**config.mk**
```make
export PLATFORM = sky130hd
export DESIGN_NAME = mips_multicycle_control_unit
export DESIGN_NICKNAME = d
export VERILOG_FILES = /design/src/rtl/mips_multicycle_control_unit.sv
export SDC_FILE = /design/constraint.sdc
export NUM_CORES = 1
export LEC_CHECK = 0
export CAP_MARGIN = 20
export CORE_UTILIZATION = 36
export DETAILED_ROUTE_END_ITERATION = 8
export GPL_ROUTABILITY_DRIVEN = 0
export PLACE_DENSITY = 0.79
export SETUP_SLACK_MARGIN = 0.1
export SLEW_MARGIN = 20
export SYNTH_ARGS = -nofsm -noshare
export SYNTH_HDL_FRONTEND = slang
export SYNTH_SLANG_ARGS = --single-unit
```
**constraint.sdc**
```tcl
create_clock -name clk -period 1.95 [get_ports clk]
set_input_delay 0.4875 -clock clk [delete_from_list [all_inputs] [get_ports clk]]
set_output_delay 0.4875 -clock clk [all_outputs]
set_load 0.02 [all_outputs]
```
**src/rtl/mips_multicycle_control_unit.sv**
```systemverilog
// Multicycle MIPS FSM controller: fetch/decode/execute/memory/writeback sequencing.
// Define MEM_WAIT_EN to stall FETCH/MEMRD/MEMWR on a low mem_ready.
module mips_multicycle_control_unit #(
  parameter int ALU_CTRL_W = 5
) (
  input  logic                  clk,
  input  logic                  rst,
  input  logic [5:0]            opcode,
  input  logic [5:0]            funct,
  input  logic                  mem_ready,
  output logic                  PCWrite,
  output logic                  Branch,
  output logic                  IorD,
  output logic                  MemWrite,
  output logic                  IRWrite,
  output logic                  RegDst,
  output logic                  MemToReg,
  output logic                  RegWrite,
  output logic                  ALUSrcA,
  output logic [1:0]            ALUSrcB,
  output logic [1:0]            PCSrc,
  output logic [ALU_CTRL_W-1:0] ALUControl,
  output logic                  illegal_op,
  output logic                  instr_done,
  output logic [3:0]            state
);

  typedef enum logic [3:0] {
    S_IDLE   = 4'd0,
    S_FETCH  = 4'd1,
    S_DECODE = 4'd2,
    S_MEMADR = 4'd3,
    S_MEMRD  = 4'd4,
    S_MEMWB  = 4'd5,
    S_MEMWR  = 4'd6,
    S_EXEC   = 4'd7,
    S_ALUWB  = 4'd8,
    S_BRANCH = 4'd9,
    S_ADDIEX = 4'd10,
    S_ADDIWB = 4'd11,
    S_JUMP   = 4'd12
  } state_e;

  localparam logic [5:0] OP_RTYPE = 6'h00;
  localparam logic [5:0] OP_J     = 6'h02;
  localparam logic [5:0] OP_BEQ   = 6'h04;
  localparam logic [5:0] OP_ADDI  = 6'h08;
  localparam logic [5:0] OP_LW    = 6'h23;
  localparam logic [5:0] OP_SW    = 6'h2B;

  localparam logic [ALU_CTRL_W-1:0] ALU_AND = ALU_CTRL_W'(3'b000);
  localparam logic [ALU_CTRL_W-1:0] ALU_OR  = ALU_CTRL_W'(3'b001);
  localparam logic [ALU_CTRL_W-1:0] ALU_ADD = ALU_CTRL_W'(3'b010);
  localparam logic [ALU_CTRL_W-1:0] ALU_SUB = ALU_CTRL_W'(3'b110);
  localparam logic [ALU_CTRL_W-1:0] ALU_SLT = ALU_CTRL_W'(3'b111);

  state_e state_q, state_d;
  logic   mem_rdy;
  logic   fn_bad;
  logic [ALU_CTRL_W-1:0] alu_fn;

`ifdef MEM_WAIT_EN
  assign mem_rdy = mem_ready;
`else
  logic unused_mem_ready;
  assign unused_mem_ready = mem_ready;
  assign mem_rdy = 1'b1;
`endif

  always_ff @(posedge clk or posedge rst) begin
    if (rst) state_q <= S_IDLE;
    else     state_q <= state_d;
  end

  assign state = state_q;

  // Unknown funct falls back to ADD so the instruction still retires.
  always_comb begin
    alu_fn = ALU_ADD;
    fn_bad = 1'b0;
    unique case (funct)
      6'h20:   alu_fn = ALU_ADD;
      6'h22:   alu_fn = ALU_SUB;
      6'h24:   alu_fn = ALU_AND;
      6'h25:   alu_fn = ALU_OR;
      6'h2A:   alu_fn = ALU_SLT;
      default: fn_bad = 1'b1;
    endcase
  end

  always_comb begin
    state_d    = state_q;
    PCWrite    = 1'b0;
    Branch     = 1'b0;
    IorD       = 1'b0;
    MemWrite   = 1'b0;
    IRWrite    = 1'b0;
    RegDst     = 1'b0;
    MemToReg   = 1'b0;
    RegWrite   = 1'b0;
    ALUSrcA    = 1'b0;
    ALUSrcB    = 2'b00;
    PCSrc      = 2'b00;
    ALUControl = ALU_AND;
    illegal_op = 1'b0;
    instr_done = 1'b0;
    unique case (state_q)
      S_IDLE: state_d = S_FETCH;
      S_FETCH: begin
        ALUSrcB    = 2'b01;
        ALUControl = ALU_ADD;
        IRWrite    = mem_rdy;
        PCWrite    = mem_rdy;
        state_d    = mem_rdy ? S_DECODE : S_FETCH;
      end
      S_DECODE: begin
        ALUSrcB    = 2'b11;
        ALUControl = ALU_ADD;
        unique case (opcode)
          OP_LW, OP_SW: state_d = S_MEMADR;
          OP_RTYPE:     state_d = S_EXEC;
          OP_BEQ:       state_d = S_BRANCH;
          OP_ADDI:      state_d = S_ADDIEX;
          OP_J:         state_d = S_JUMP;
          default: begin
            state_d    = S_FETCH;
            illegal_op = 1'b1;
            instr_done = 1'b1;
          end
        endcase
      end
      S_MEMADR: begin
        ALUSrcA    = 1'b1;
        ALUSrcB    = 2'b10;
        ALUControl = ALU_ADD;
        state_d    = (opcode == OP_LW) ? S_MEMRD : S_MEMWR;
      end
      S_MEMRD: begin
        IorD    = 1'b1;
        state_d = mem_rdy ? S_MEMWB : S_MEMRD;
      end
      S_MEMWB: begin
        MemToReg   = 1'b1;
        RegWrite   = 1'b1;
        instr_done = 1'b1;
        state_d    = S_FETCH;
      end
      S_MEMWR: begin
        IorD       = 1'b1;
        MemWrite   = 1'b1;
        instr_done = mem_rdy;
        state_d    = mem_rdy ? S_FETCH : S_MEMWR;
      end
      S_EXEC: begin
        ALUSrcA    = 1'b1;
        ALUControl = alu_fn;
        illegal_op = fn_bad;
        state_d    = S_ALUWB;
      end
      S_ALUWB: begin
        RegDst     = 1'b1;
        RegWrite   = 1'b1;
        ALUControl = alu_fn;
        instr_done = 1'b1;
        state_d    = S_FETCH;
      end
      S_BRANCH: begin
        ALUSrcA    = 1'b1;
        ALUControl = ALU_SUB;
        PCSrc      = 2'b01;
        Branch     = 1'b1;
        instr_done = 1'b1;
        state_d    = S_FETCH;
      end
      S_ADDIEX: begin
        ALUSrcA    = 1'b1;
        ALUSrcB    = 2'b10;
        ALUControl = ALU_ADD;
        state_d    = S_ADDIWB;
      end
      S_ADDIWB: begin
        RegWrite   = 1'b1;
        instr_done = 1'b1;
        state_d    = S_FETCH;
      end
      S_JUMP: begin
        PCSrc      = 2'b10;
        PCWrite    = 1'b1;
        instr_done = 1'b1;
        state_d    = S_FETCH;
      end
      default: state_d = S_FETCH;
    endcase
  end

endmodule

```
== After elaboration in Yosys (flattened, before gate mapping) ==
Index checks and enable logic that the tools add are counted.
Storage, ports and cells
  bits in registers: 4
  latch bits: 0
  memory bits (writable): 0
  bits in read-only memories: 0
  memories kept: 0
Operators by class
  add/sub/neg operators: 0
  multipliers: 0
  divide/modulo/power cells: 0
  magnitude comparators: 0
  eq/ne operators: 22
  shift operators: 0
  multiplexer cells: 20
  bitwise operators: 0
  reduce and logical (&&, ||, !) cells: 12
Operators by type and width (number)
  6-bit equality test (second input constant): 7
  4-bit one-hot mux with 6 select lines: 1
  4-bit equality test (second input constant): 5
  4-bit one-hot mux with 5 select lines: 1
  4-bit by 3-bit equality test with 1-bit output (second input constant): 4
  3-bit one-hot mux with 4 select lines: 1
  6-bit OR reduction: 2
  1-bit two-way mux: 11
  2-bit OR reduction: 5
  3-bit one-hot mux with 3 select lines: 1
  4-bit by 2-bit equality test with 1-bit output (second input constant): 2
  4-bit OR reduction: 2
  6-bit by 2-bit equality test with 1-bit output (second input constant): 1
  6-bit by 3-bit equality test with 1-bit output (second input constant): 1
  6-bit by 4-bit equality test with 1-bit output (second input constant): 1
  6-bit zero test: 1
  2-bit one-hot mux with 3 select lines: 1
  5-bit OR reduction: 1
  4-bit by 1-bit equality test with 1-bit output (second input constant): 1
  1-bit one-hot mux with 2 select lines: 2
  2-bit one-hot mux with 2 select lines: 1
  3-bit OR reduction: 1
  2-bit two-way mux: 1

== Logic depth before layout (Yosys ltp) ==
  depth in word-level cells: 4
  gate-level depth with buffers: 5

== Worst setup path after synthesis ==
OpenSTA, ideal clock, no wires.
  path kind: reg2out
  start: reg state_q[2] (netlist: state[2])
  end: out ALUControl[0]
  data arrival time: 1.702 ns
  path slack: -0.239 ns
  stages on the path, launching flop included: 5
  buffers on the path: 0
  cell sequence: dfrtp_1 nand2b_1 nor3_1 o21ai_1 nor2_1
Between the ends
  longest elaborated chain between the ends: 3
Ends and longest elaborated chain
  start: declaration: line 57  | state_e state_q, state_d;
  start signal: assignment: line 72  | else state_q <= state_d;
  4-bit by 2-bit equality test with 1-bit output, or another cell as far along: line 107  | unique case (state_q)
  4-bit OR reduction (no line) / 2-bit OR reduction (equally long branches)
  3-bit one-hot mux with 3 select lines *: line 107
  end: declaration: line 22  | output logic [ALU_CTRL_W-1:0] ALUControl,
Every way passes the cells marked *; elsewhere a longest branch is shown, timed or not.

== Worst setup path in the final report ==
Ends and elaborated chain as after synthesis.

==> flow_metrics.tcl <==
set metrics [dict create \
    status "finished with violations" \
    violations "DRC, setup timing" \
    crit_path_start "state[2]" \
    use_met1 0.332 \
    syn2layout_area_growth_pct 130 \
    setup_viol 3 \
    hpwl_mm 1.87 \
    h-tree-depth 1 \
    n_antenna_cell 0 \
    numCtsBuffers 3 \
    top_usage_layer "met2" \
    finalHoldViolCount 0 \
    grt-ovfl-total 0 \
    power.share.clock 0.048 \
    crit_path_cell_trace "buf_6, nand2b_1, nor2_4, o21ai_1, nor2_1, buf_4" \
    maxCapViolations 0 \
    nNetsFinal 182 \
    crit_arrival_ns 1.53 \
    cpPeakStageDelay_ns 0.44 \
    crit_slowest_cell "dfrtp_2" \
    synthDominantCellAreaShare 0.160 \
    rsz0062_at_grt "true" \
    cp_top_family "flip-flops" \
    peakVddDrop_mv 1.11 \
    synth_cell_types 41 \
    syn_area_um2 624 \
    grt_pass1_vias 1065 \
    ioPinCount 39 \
    start_kind "flop" \
    critical_path_required_ns 1.46 \
    drtAntennaViolNets 0 \
    synth-edff-count 0 \
    die_y_um 43.6 \
    rows 14 \
    combPwrFrac 0.866 \
    synth_area_leaders "dfrtp_1 (16%), nor2_1 (7.2%), nand2b_1 (5.0%), a21oi_1 (4.0%), buf_2 (4.0%)" \
    firstDrtPassIters 6 \
    netlist_top_cells_count "nor2_1 (12), nand2_1 (6), a21oi_1 (5), buf_2 (5), nand2b_1 (5)" \
    final.setup.tns_ns -0.108 \
    max_freq_mhz 496 \
    path_max_fanout 4 \
    cp_num_buf_inv 2 \
    reg2reg_slack_ns 0.46 \
    yosys.area.top_type "dfrtp_1" \
    finalMaxSlewViolations 0 \
    power_switching_mw 1.13 \
    async_flop_share 1.00 \
    power.density_nw_per_um2 1580 \
    antenna_found_initial 0 \
    first_iter_violations 87 \
    dieArea_um2 1900 \
    routedWlPerCell_um 20.0 \
    die_x_um 43.6 \
    syn_avg_cell_area_um2 6.71 \
    fin_util 0.922 \
    grt_max_degree 10 \
    ys_ff_latch 4 \
    drive_gt1_frac 0.673 \
    clk_path_buf_depth 2 \
    worst_slack_ns -0.0668 \
    core_um2 1560 \
    p_leak_nw 0.665 \
    fin_cells 181 \
    r2r_cells 5 \
    end_kind "output pin" \
    vias_per_cell 6.38 \
    io_buffers 35 \
    post-synth-top-count-cell "nor2_1" \
    yosysWarnings 0 \
    period_needed_ns 2.02 \
    placed_area_um2 1230 \
    met2_usage 0.600 \
    clock_skew_ns 0.00336 \
    p_int_mw 1.14 \
    drc 4 \
    start_util 0.400 \
    yosysSeqAreaShare 0.160 \
    p_seq_frac 0.086 \
    holdCritPathClass "in2async" \
    ys.flop_type "dfrtp_1" \
    r2r_end "state[3]" \
    r2r-start "state[0]" \
    routed_wl_mm 3.62 \
    clk_pin_slew_ns 0.04 \
    cts_root_buffer "clkbuf_4" \
    syn-instance-count 93 \
    cts_tree "built" \
    finalCritPeriodShare 1.03 \
    grtUsageMet3 0.0708 \
    path_class "reg2out" \
    grtUsageTotal 0.320 \
    grt_first_pass_wirelength_mm 4.58 \
    largest_reg_flops 4 \
    fin_worst_hold_slack_ns 0.440 \
    dp_cells 170 \
    p_sw_frac 0.498 \
    cts_sinks 4 \
    postLayoutCellArea_um2 1440 \
    clock_latency_ns 0.24 \
    route.vias.total 1154 \
]
-- stage by stage --
step | setup WS, ns | power (mW)
floorplan | 0.0351 | 0.896
global placement | -0.762 | 1.64
detailed placement | -0.818 | 1.68
CTS | -0.0246 | 1.86
global route | -0.0808 | 2.36
finish | -0.0668 | 2.27
-- routing by layer --
metal / vias to the layer above / part of all wire
met5: - / 0
met4: 0 / 0.042
met3: 21 / 0.084
met2: 107 / 0.50
met1: 539 / 0.37
li1: 487 / -
-- cell families (layout without fill, tap and decap cells) --
group,Yosys count,after routing,synth area share
simple gates,42,42,0.343
compound gates,31,31,0.343
buf+inv,12,83,0.100
flops,4,4,0.160
fa+ha+maj,1,1,0.0180
other cells,1,2,0.00601
xor+xnor,1,1,0.0140
mux,1,1,0.0160
-- cell type report --
class	instances	area, um2
well taps	16	20.0
inverters	3	11.3
flip-flops and latches	4	105
repair buffers	77	636
clock buffers	3	22.5
multi-input cells	78	643
fillers	63	121
-- cell usage in the layout, fill, tap and decap left out, drive strengths merged, types with 4 or more instances in the layout --
cell type,n
buf,67
clkbuf,5
o21ai,8
dlygate4sd2,4
nor2,12
dfrtp,4
nor3,4
nand2b,5
nand2,6
a21oi,5
-- power groups by stage --
stage          combinational (mW)  sequential, mW  clock (mW)
2_1_floorplan               0.700           0.196           0
3_3_place_gp                 1.45           0.181           0
3_5_place_dp                 1.50           0.182           0
4_1_cts                      1.57           0.182       0.110
5_1_grt                      2.04           0.197       0.118
6_report                     1.97           0.195       0.108
-- how the worst max path moves through the flow --
stage	endpoint	slack, ns	cells after the start
after CTS	illegal_op	-0.02	5
final	ALUControl[0]	-0.07	6
after global placement	illegal_op	-0.76	6
after global routing	ALUControl[0]	-0.08	6
after floorplan	ALUControl[0]	0.04	4
after detailed placement	ALUControl[1]	-0.82	6
-- repair_timing --
action                                  in CTS  in global routing
endpoints found under the setup margin      21                 16
pin swaps                                   15                 10
hold buffers                                 0                  0
buffers inserted                             4                  4
gates resized for setup                    147                 45
No activity file was read; power rests on OpenSTA's default activity.
